$ cat config.mk
export PLATFORM = sky130hd
export DESIGN_NAME = spi_ctl_mc
export DESIGN_NICKNAME = d
export VERILOG_FILES = /design/src/rtl/spi_ctl_mc.sv
export SDC_FILE = /design/constraint.sdc
export NUM_CORES = 1
export LEC_CHECK = 0
export BUFFER_PORTS_ARGS = -buffer_cell sky130_fd_sc_hd__buf_2
export CAP_MARGIN = 5
export CORE_AREA = 2 2 182 184
export DETAILED_ROUTE_END_ITERATION = 7
export DIE_AREA = 0 0 184 186
export SLEW_MARGIN = 10
export SYNTH_ARGS = -nofsm -noshare
export SYNTH_HDL_FRONTEND = slang
export SYNTH_SLANG_ARGS = --single-unit
$ cat constraint.sdc
create_clock -name clk -period 3.1 [get_ports clk]
set_input_delay 0.31 -clock clk [delete_from_list [all_inputs] [get_ports clk]]
set_output_delay 0.31 -clock clk [all_outputs]
set_load 0.01 [all_outputs]
$ cat src/rtl/spi_ctl_mc.sv
// SPI mode-0 slave that decodes framed commands onto NUM_CH UART channel interfaces.
// Optional: define SPI_CTL_MC_BURST_EN so one CMD byte covers every following word in a cs_n window.
module spi_ctl_mc #(
  parameter int unsigned NUM_CH   = 4,
  parameter int unsigned DATA_W   = 16,
  parameter int unsigned BAUD_W   = 16,
  parameter int unsigned BAUD_RST = 434
) (
  input  logic                       clk,
  input  logic                       rst,
  input  logic                       sck,
  input  logic                       cs_n,
  input  logic                       mosi,
  output logic                       miso,
  output logic [NUM_CH*DATA_W-1:0]   tx_fifo_data,
  input  logic [NUM_CH-1:0]          tx_fifo_full,
  output logic [NUM_CH-1:0]          tx_fifo_en,
  input  logic [NUM_CH*DATA_W-1:0]   rx_fifo_data,
  input  logic [NUM_CH-1:0]          rx_fifo_empty,
  output logic [NUM_CH-1:0]          rx_fifo_en,
  input  logic [NUM_CH*4-1:0]        state,
  output logic [NUM_CH*2-1:0]        control,
  output logic [NUM_CH*BAUD_W-1:0]   baud
);

  localparam int unsigned CntW = $clog2(DATA_W + 1);

  localparam logic [2:0] OpTx     = 3'b000;
  localparam logic [2:0] OpRx     = 3'b001;
  localparam logic [2:0] OpBaudWr = 3'b010;
  localparam logic [2:0] OpCtrlWr = 3'b011;
  localparam logic [2:0] OpStat   = 3'b100;
  localparam logic [2:0] OpBaudRd = 3'b101;

  typedef enum logic [2:0] {StIdle, StCmd, StFetch, StData, StCommit} st_e;

  function automatic logic is_read(input logic [2:0] op_in);
    return (op_in == OpRx) || (op_in == OpStat) || (op_in == OpBaudRd);
  endfunction

  logic [1:0]                sck_sync_q, cs_sync_q, mosi_sync_q;
  logic                      sck_prev_q;
  st_e                       st_q, st_d;
  logic [CntW-1:0]           cnt_q, cnt_d;
  logic                      fetch_cnt_q, fetch_cnt_d;
  logic [7:0]                cmd_q, cmd_d;
  logic [DATA_W-1:0]         din_q, din_d;
  logic [DATA_W-1:0]         dout_q, dout_d;
  logic                      pop_q, pop_d;
  logic                      miso_q, miso_d;
  logic [NUM_CH-1:0]         tx_en_q, tx_en_d;
  logic [NUM_CH-1:0]         rx_en_q, rx_en_d;
  logic [NUM_CH-1:0]         ovf_q, ovf_d;
  logic [NUM_CH-1:0]         udf_q, udf_d;
  logic [NUM_CH*DATA_W-1:0]  tx_data_q, tx_data_d;
  logic [NUM_CH*2-1:0]       ctrl_q, ctrl_d;
  logic [NUM_CH*BAUD_W-1:0]  baud_q, baud_d;
`ifdef SPI_CTL_MC_BURST_EN
  logic [DATA_W-1:0]         rd_word_q, rd_word_d;
`endif

  logic                      sck_s, cs_s, mosi_s, sck_rise, sck_fall;
  logic [7:0]                cmd_in, fcmd;
  logic [2:0]                op;
  logic [NUM_CH-1:0]         ch_oh, fch_oh;
  logic                      sel_full, f_empty;
  logic [DATA_W-1:0]         sel_rx_data, rd_word;
  logic [7:0]                sel_status;
  logic [BAUD_W-1:0]         sel_baud;
  logic                      fetch_go;
  logic [NUM_CH-1:0]         ovf_set, udf_set, flag_clr;

  assign sck_s    = sck_sync_q[1];
  assign cs_s     = cs_sync_q[1];
  assign mosi_s   = mosi_sync_q[1];
  assign sck_rise = sck_s & ~sck_prev_q;
  assign sck_fall = ~sck_s & sck_prev_q;

  // The command byte completes on the same cycle it is decoded, so look ahead at the incoming bit.
  assign cmd_in = {cmd_q[6:0], mosi_s};
  assign fcmd   = (st_q == StCmd) ? cmd_in : cmd_q;
  assign op     = cmd_q[7:5];

  // Channel decode; an out-of-range channel matches nothing and selects zeros.
  always_comb begin
    ch_oh       = '0;
    fch_oh      = '0;
    sel_full    = 1'b0;
    f_empty     = 1'b0;
    sel_rx_data = '0;
    sel_status  = '0;
    sel_baud    = '0;
    for (int c = 0; c < NUM_CH; c++) begin
      ch_oh[c]  = (cmd_q[4:0] == 5'(c));
      fch_oh[c] = (fcmd[4:0] == 5'(c));
      if (ch_oh[c]) begin
        sel_full    = tx_fifo_full[c];
        sel_rx_data = rx_fifo_data[c*DATA_W +: DATA_W];
        sel_status  = {udf_q[c], ovf_q[c], tx_fifo_full[c], rx_fifo_empty[c], state[c*4 +: 4]};
        sel_baud    = baud_q[c*BAUD_W +: BAUD_W];
      end
      if (fch_oh[c]) f_empty = rx_fifo_empty[c];
    end
  end

  always_comb begin
    st_d        = st_q;
    cnt_d       = cnt_q;
    fetch_cnt_d = fetch_cnt_q;
    cmd_d       = cmd_q;
    din_d       = din_q;
    dout_d      = dout_q;
    pop_d       = pop_q;
    miso_d      = miso_q;
    tx_en_d     = '0;
    rx_en_d     = '0;
    tx_data_d   = tx_data_q;
    ctrl_d      = ctrl_q;
    baud_d      = baud_q;
    rd_word     = '0;
    fetch_go    = 1'b0;
    ovf_set     = '0;
    udf_set     = '0;
    flag_clr    = '0;
`ifdef SPI_CTL_MC_BURST_EN
    rd_word_d   = rd_word_q;
`endif

    unique case (st_q)
      StIdle: begin
        miso_d = 1'b0;
        cnt_d  = '0;
        if (!cs_s) st_d = StCmd;
      end
      StCmd: begin
        if (sck_fall) miso_d = 1'b0;
        if (sck_rise) begin
          cmd_d = cmd_in;
          cnt_d = cnt_q + CntW'(1);
          if (cnt_q == CntW'(7)) begin
            cnt_d  = '0;
            dout_d = '0;
            if (is_read(cmd_in[7:5])) begin
              st_d        = StFetch;
              fetch_go    = 1'b1;
              fetch_cnt_d = 1'b0;
            end else begin
              st_d = StData;
            end
          end
        end
      end
      StFetch: begin
        // Cycle 0 carries the pop strobe; cycle 1 sees the popped data and loads the shifter.
        fetch_cnt_d = 1'b1;
        if (fetch_cnt_q) begin
          unique case (op)
            OpRx:     rd_word = pop_q ? sel_rx_data : '0;
            OpStat: begin
              rd_word  = DATA_W'(sel_status);
              flag_clr = ch_oh;
            end
            OpBaudRd: rd_word = DATA_W'(sel_baud);
            default:  rd_word = '0;
          endcase
          dout_d = rd_word;
          cnt_d  = '0;
          st_d   = StData;
`ifdef SPI_CTL_MC_BURST_EN
          rd_word_d = rd_word;
`endif
        end
      end
      StData: begin
        if (sck_fall) begin
          miso_d = dout_q[DATA_W-1];
          dout_d = {dout_q[DATA_W-2:0], 1'b0};
        end
        if (sck_rise) begin
          din_d = {din_q[DATA_W-2:0], mosi_s};
          cnt_d = cnt_q + CntW'(1);
          if (cnt_q == CntW'(DATA_W - 1)) begin
            cnt_d = '0;
            st_d  = StCommit;
          end
        end
      end
      StCommit: begin
        tx_en_d = (op == OpTx && !sel_full) ? ch_oh : '0;
        ovf_set = (op == OpTx && sel_full) ? ch_oh : '0;
        for (int c = 0; c < NUM_CH; c++) begin
          if (ch_oh[c]) begin
            if (op == OpTx && !sel_full) tx_data_d[c*DATA_W +: DATA_W] = din_q;
            if (op == OpBaudWr) baud_d[c*BAUD_W +: BAUD_W] = din_q[BAUD_W-1:0];
            if (op == OpCtrlWr) ctrl_d[c*2 +: 2] = din_q[1:0];
          end
        end
        cnt_d = '0;
        if (cs_s) begin
          st_d = StIdle;
        end else begin
`ifdef SPI_CTL_MC_BURST_EN
          if (op == OpRx) begin
            st_d        = StFetch;
            fetch_go    = 1'b1;
            fetch_cnt_d = 1'b0;
          end else begin
            st_d   = StData;
            dout_d = is_read(op) ? rd_word_q : '0;
          end
`else
          st_d = StCmd;
`endif
        end
      end
      default: st_d = StIdle;
    endcase

    if (fetch_go && fcmd[7:5] == OpRx) begin
      pop_d = 1'b0;
      if (fch_oh != '0 && !f_empty) begin
        rx_en_d = fch_oh;
        pop_d   = 1'b1;
      end else begin
        udf_set = fch_oh;
      end
    end

    // A completed frame still commits; anywhere else cs_n high abandons the frame.
    if (cs_s && st_q != StCommit && st_q != StIdle) begin
      st_d     = StIdle;
      cnt_d    = '0;
      miso_d   = 1'b0;
      pop_d    = 1'b0;
      rx_en_d  = '0;
      udf_set  = '0;
      flag_clr = '0;
    end

    ovf_d = (ovf_q & ~flag_clr) | ovf_set;
    udf_d = (udf_q & ~flag_clr) | udf_set;
  end

  always_ff @(posedge clk) begin
    if (rst) begin
      sck_sync_q  <= 2'b00;
      cs_sync_q   <= 2'b11;
      mosi_sync_q <= 2'b00;
      sck_prev_q  <= 1'b0;
      st_q        <= StIdle;
      cnt_q       <= '0;
      fetch_cnt_q <= 1'b0;
      cmd_q       <= '0;
      din_q       <= '0;
      dout_q      <= '0;
      pop_q       <= 1'b0;
      miso_q      <= 1'b0;
      tx_en_q     <= '0;
      rx_en_q     <= '0;
      ovf_q       <= '0;
      udf_q       <= '0;
      tx_data_q   <= '0;
      ctrl_q      <= '0;
      baud_q      <= {NUM_CH{BAUD_W'(BAUD_RST)}};
`ifdef SPI_CTL_MC_BURST_EN
      rd_word_q   <= '0;
`endif
    end else begin
      sck_sync_q  <= {sck_sync_q[0], sck};
      cs_sync_q   <= {cs_sync_q[0], cs_n};
      mosi_sync_q <= {mosi_sync_q[0], mosi};
      sck_prev_q  <= sck_s;
      st_q        <= st_d;
      cnt_q       <= cnt_d;
      fetch_cnt_q <= fetch_cnt_d;
      cmd_q       <= cmd_d;
      din_q       <= din_d;
      dout_q      <= dout_d;
      pop_q       <= pop_d;
      miso_q      <= miso_d;
      tx_en_q     <= tx_en_d;
      rx_en_q     <= rx_en_d;
      ovf_q       <= ovf_d;
      udf_q       <= udf_d;
      tx_data_q   <= tx_data_d;
      ctrl_q      <= ctrl_d;
      baud_q      <= baud_d;
`ifdef SPI_CTL_MC_BURST_EN
      rd_word_q   <= rd_word_d;
`endif
    end
  end

  assign miso         = miso_q;
  assign tx_fifo_en   = tx_en_q;
  assign rx_fifo_en   = rx_en_q;
  assign tx_fifo_data = tx_data_q;
  assign control      = ctrl_q;
  assign baud         = baud_q;

endmodule

; Yosys cells after proc, flatten, opt, wreduce, memory -nomap -nowiden
; Cells that the tools add are included.
[word_totals]
out_inout_bits = 145
latchBits = 0
ram_bits = 0
romBits = 0
register_bits = 210
mem_count = 0
[op_classes]
addsub = 1
multipliers = 0
order_cmp = 0
shifts = 0
n_eq_ne = 31
bitwise = 13
mux = 64
n_reduce_logical = 43
n_div = 0
[ops]
columns = cell, n
row1 = 2-to-1 mux 16 bit, 13
row2 = case mux 16 bit (3 select lines), 2
row3 = 2-to-1 mux 8 bit, 5
row4 = AND reduction 3 bit, 13
row5 = 2-to-1 mux 4 bit, 9
row6 = 2-to-1 mux 5 bit, 5
row7 = equality test 5 x 2 -> 1 bit (second input constant), 4
row8 = 2-to-1 mux 1 bit, 20
row9 = case mux 5 bit (4 select lines), 1
row10 = 2-to-1 mux 3 bit, 6
row11 = equality test 3 bit (second input constant), 5
row12 = case mux 3 bit (5 select lines), 1
row13 = != test 2 bit (second input constant), 7
row14 = equality test 3 x 1 -> 1 bit (second input constant), 4
row15 = equality test 3 x 2 -> 1 bit (second input constant), 4
row16 = equality test 5 x 1 -> 1 bit (second input constant), 2
row17 = zero test 5 bit, 2
row18 = nonzero test 3 bit, 3
row19 = bitwise AND 4 bit, 2
row20 = OR 4 bit, 2
row21 = AND reduction 4 bit, 2
row22 = nonzero test 4 bit, 2
row23 = logical AND 1 bit, 6
row24 = zero test 3 bit, 2
row25 = 19 further kinds, 30

; Depth between registers and ports, before layout
[logic_depth]
ltp_word = 13
mapped_depth = 9

; Worst setup path after synthesis
; OpenSTA, ideal clock, no wires.
[synth_path]
path_kind = reg-to-reg
from = reg cnt_q[0]
to = reg dout_q[6]
setup_time_ns = 0.132
path_slack_ns = 0.768
arrival_ns = 2.200
n_path_buf = 1
period_less_slack_ns = 2.332
t_required_ns = 2.968
path_stages_with_launch = 8
cell_sequence = dfxtp_1 ha_1 nor4bb_1 nand2_1 a211o_1 clkbuf_1 a2111oi_0 nor3_1
[synth_between]
elab_chain_cells = 3
[synth_rtl]
columns = element, line_no
row1 = "start, declared", 44  ; logic [CntW-1:0] cnt_q, cnt_d;
row2 = "start signal, assigned", 274  ; cnt_q <= cnt_d;
row3 = equality test 5 x 3 -> 1 bit, 140  ; if (cnt_q == CntW'(7)) begin
row4 = != test 2 x 1 -> 1 bit (no source line), -
row5 = AND reduction 5 bit (no source line), -
row6 = "end signal, assigned", 278  ; dout_q <= dout_d;
row7 = "end, declared", 48  ; logic [DATA_W-1:0] dout_q, dout_d;
; Every way passes these cells.
; A chain may end at the register's enable or synchronous reset.

; Worst setup path in the final report
[layout_path]
from = reg st_q[0]
to = reg tx_data_q[11], in the netlist tx_fifo_data[11]
[layout_between]
elab_chain_cells = 2
[layout_rtl]
columns = element, line_no
row1 = "start, declared", 43  ; st_e st_q, st_d;
row2 = "start signal, assigned", 250  ; st_q <= StIdle;
row3 = "start signal, assigned", 273  ; st_q <= st_d;
row4 = equality test 3 bit, 129  ; unique case (st_q)
row5 = AND reduction 3 bit (no source line), -
row6 = "end signal, assigned", 285  ; tx_data_q <= tx_data_d;
row7 = "end, declared", 55  ; logic [NUM_CH*DATA_W-1:0] tx_data_q, tx_data_d;
; Every way passes these cells.

==> results.cfg <==
[timing]
max_freq_mhz = 397
setup_repair_after_global_routing_missed_its_margin = false
finalCritPeriodShare_pct = 81.3
final-max-slew-violation-count = 0
timing.clock.skew_ps = 11.9
worstMarginPinSlew_ps = 857
slew_headroom_pct = 42.7
setup_violations = 0
final-hold-violation-count = 0
final.hold.worst_slack_ps = 8.67
period_minus_slack_ps = 2520
fin_tns_setup_ps = 0

[routing]
drt_wl_total_um = 33000
dr.pass1.iters = 6
drt_iter0_markers = 628
final_antenna_net_count = 0
avgViaCountPerCell = 5.07
avgRoutedWirePerCell_um = 19.5
vias_post_dr = 8569
drcViolationCount = 0

[critical_path]
startpoint = st_q[0]
critical_path.startpoint_type = register
timing.critical_path.to_type = register
crit_required_ps = 3470
worstPathBufferInverterCount = 0
path_cells = or3b_1, or4_1, or3_1, nand2_1, a21oi_1
crit_path_max_fanout = 16
critical_path_class = reg2reg
slowest_delay_ps = 670
worst-r2r-setup-slack_ps = 580
critical_path.top_delay_family = simple AND/OR/NAND/NOR gates
worst_ep_arrival_time_ps = 2890
r2r_start = st_q[0]
worst_path_max_delay_cell = sky130_fd_sc_hd__or4_1

[global_routing]
grt_antenna_before_repair = 0
grt.total_usage_pct = 18.7
grt_pass1_vias = 8211
largest_net_degree_at_the_start_of_global_routing = 127
gr-total-overflow = 0
global_route_wire_length_before_repair_um = 49200

[synthesis]
post_synth_xor_area_fraction_pct = 0.184
synthMuxAreaShare_pct = 19.4
yosys.area.top_type_share_pct = 44.2
post_synth_num_cell_types = 69
synth_sequential_area_ratio_pct = 44.2
synth_enable_flop_cells = 0
yosys.area.top_type = sky130_fd_sc_hd__dfxtp_1
synthArstFlopShare_pct = 0
ys_seq_elements = 210
synth-adder-area-share_pct = 0.394
count_of_mapped_cells_out_of_synthesis = 1053
synth_compound_gate_area_share_pct = 13.0
synth_top_family_by_area = multiplexers
biggest_area_contributors_in_the_synthesized_netlist = sky130_fd_sc_hd__dfxtp_1 44%, sky130_fd_sc_hd__mux2i_1 14%, sky130_fd_sc_hd__nand2_1 5.4%, sky130_fd_sc_hd__nor2_1 5.1%, sky130_fd_sc_hd__a21oi_1 3.5%
synth.cell_area_um2 = 9520
synthSimpleGateAreaFrac_pct = 18.3
ys.warnings.count = 0
postSynthAreaPerCell_um2 = 9.04
synth_nets = 1149
yosys_most_used_dff = sky130_fd_sc_hd__dfxtp_1

[cells_and_area]
num-nets-final = 1361
drive_above_1_share_pct = 28.6
antenna_cells = 0
layout-area-overhead-vs-synth_pct = 26.0
most_frequent_standard_cell_in_the_layout_excluding_fill_and_tap_cells = sky130_fd_sc_hd__buf_2
leading_cell_types_in_the_layout_fill_and_taps_excluded = 236 x sky130_fd_sc_hd__buf_2, 208 x sky130_fd_sc_hd__dfxtp_1, 136 x sky130_fd_sc_hd__nand2_1, 136 x sky130_fd_sc_hd__mux2i_1, 129 x sky130_fd_sc_hd__nor2_1

[clock_tree]
cts.reportedPaths.clkPinSlew_ps = 60
ctsLongestPathBuffers = 3
clock_tree.root_cell = sky130_fd_sc_hd__clkbuf_16
cts_tree = yes
cts_made_buffers = 25
cts.repair.resized = 0
clock-sinks = 210
post-cts-setup-buffers = 0
clkLatencyLatePin_ps = 530
htreeDepth = 1

[power_and_ir_drop]
power_density_nw_per_um2 = 485
ir_worst_vdd_mv = 0.374
p_total_mw = 5.82
p_leak_nw = 4.94

[placement]
placement.io_buffers = 237
place.gp.congestion = 0.876
post_detail_place_hpwl_um = 23900

[min_path]
hold_class = in2reg
timing.hold.worst.start = mosi

[run_status]
status = finished clean

[floorplan]
placementRows = 66
coreArea_um2 = 32200
top_level_ports = 238
die_height_um = 186
fp.dieW_um = 184
start_util_pct = 29.6
die_ar_um2 = 34200

[job]
drv_cap = 0
==> where the power goes <==
part	leakage [nW]	internal (mW)	switching, mW
sequential	1.69	2.71	0.00627
combinational	2.85	0.0839	0.105
clock	0.395	1.75	1.16
==> metal layers <==
metal / vias to the layer above / share of wire [%] / global-route usage (%)
met1: 4041 / 45 / 24.6
met5: - / 0 / 0
met2: 340 / 44 / 29.4
li1: 4125 / - / -
met3: 63 / 8.4 / 5.50
met4: 0 / 3.1 / 5.70
==> cells by family (layout without fill, tap and decap cells) <==
group	after synthesis	count (layout)
simple gates	375	375
mux	168	168
buf+inv	101	331
fa+ha+maj	3	3
xor+xnor	2	2
compound gates	194	194
flops	210	210
==> registers in the layout, summed over array words and instances (netlist names), 2 cells and up <==
name / count
baud: 64
tx_fifo_data: 64
din_q: 16
dout_q: 16
cmd_q: 8
control: 8
cnt_q: 5
ovf_q: 4
rx_fifo_en: 4
tx_fifo_en: 4
udf_q: 4
st_q: 3
cs_sync_q: 2
mosi_sync_q: 2
sck_sync_q: 2
==> timing repair <==
action | in CTS | in global routing
endpoints found under the setup margin | 0 | 0
endpoints found under the hold margin | 1 | 0
hold buffers | 1 | 0
==> area by class of cell <==
cell class / count / area (um2)
clock buffers: 37 / 711
multi-input cells: 742 / 4900
well taps: 408 / 510
clock inverters: 8 / 100
inverters: 10 / 37.5
fillers: 3327 / 20200
flip-flops and latches: 210 / 4210
repair buffers: 276 / 1530
==> path summary, 6_finish.rpt <==
path / endpoint / cells after the start
worst max-delay path: tx_fifo_data[11] / 5
worst min-delay path: mosi_sync_q[0] / 2
worst max register to register: tx_fifo_data[11] / 5
worst min register to register: cs_sync_q[1] / 1
==> synth_stat cells, types with 3 or more instances <==
library cell / instances
sky130_fd_sc_hd__and2_1: 14
sky130_fd_sc_hd__o21ai_0: 30
sky130_fd_sc_hd__buf_2: 15
sky130_fd_sc_hd__inv_1: 9
sky130_fd_sc_hd__a22oi_1: 23
sky130_fd_sc_hd__or3_1: 6
sky130_fd_sc_hd__a32oi_1: 4
sky130_fd_sc_hd__mux2_2: 21
sky130_fd_sc_hd__nor4_1: 4
sky130_fd_sc_hd__nor3_1: 21
sky130_fd_sc_hd__mux4_2: 11
sky130_fd_sc_hd__nor2b_1: 13
sky130_fd_sc_hd__or3b_2: 3
sky130_fd_sc_hd__o22ai_1: 20
sky130_fd_sc_hd__buf_6: 3
sky130_fd_sc_hd__nand2_1: 136
sky130_fd_sc_hd__o211ai_1: 9
sky130_fd_sc_hd__buf_1: 7
sky130_fd_sc_hd__nand3_1: 9
sky130_fd_sc_hd__a21boi_0: 3
sky130_fd_sc_hd__nand2b_1: 4
sky130_fd_sc_hd__mux2i_1: 136
sky130_fd_sc_hd__or2_2: 7
sky130_fd_sc_hd__o22a_1: 7
sky130_fd_sc_hd__clkbuf_1: 62
sky130_fd_sc_hd__a221oi_1: 3
sky130_fd_sc_hd__ha_1: 3
sky130_fd_sc_hd__a21oi_1: 67
sky130_fd_sc_hd__nor2_1: 129
sky130_fd_sc_hd__buf_4: 3
sky130_fd_sc_hd__nor4bb_1: 3
sky130_fd_sc_hd__dfxtp_1: 210
sky130_fd_sc_hd__o32ai_1: 8
sky130_fd_sc_hd__nor3b_1: 4
==> per-stage QoR <==
stage | std cells | instance area [um2] | worst slack, ps | utilization [%]
2_1_floorplan | 1053 | 9520 | 768 | -
3_3_place_gp | 1645 | 11200 | 685 | 34.7
3_5_place_dp | 1645 | 11200 | 626 | 34.7
4_1_cts | 1691 | 12000 | 626 | 37.3
5_1_grt | 1691 | 12000 | 375 | 37.3
6_report | 1691 | 12000 | 581 | 37.3
==> worst reg2reg max path: stages (launching register included) <==
cell and delay [ps]:
sky130_fd_sc_hd__dfxtp_1 310, sky130_fd_sc_hd__or3b_1 470, sky130_fd_sc_hd__or4_1 670, sky130_fd_sc_hd__or3_1 670, sky130_fd_sc_hd__nand2_1 180, sky130_fd_sc_hd__a21oi_1 70
Note: power is estimated with default switching activity, not from simulation.
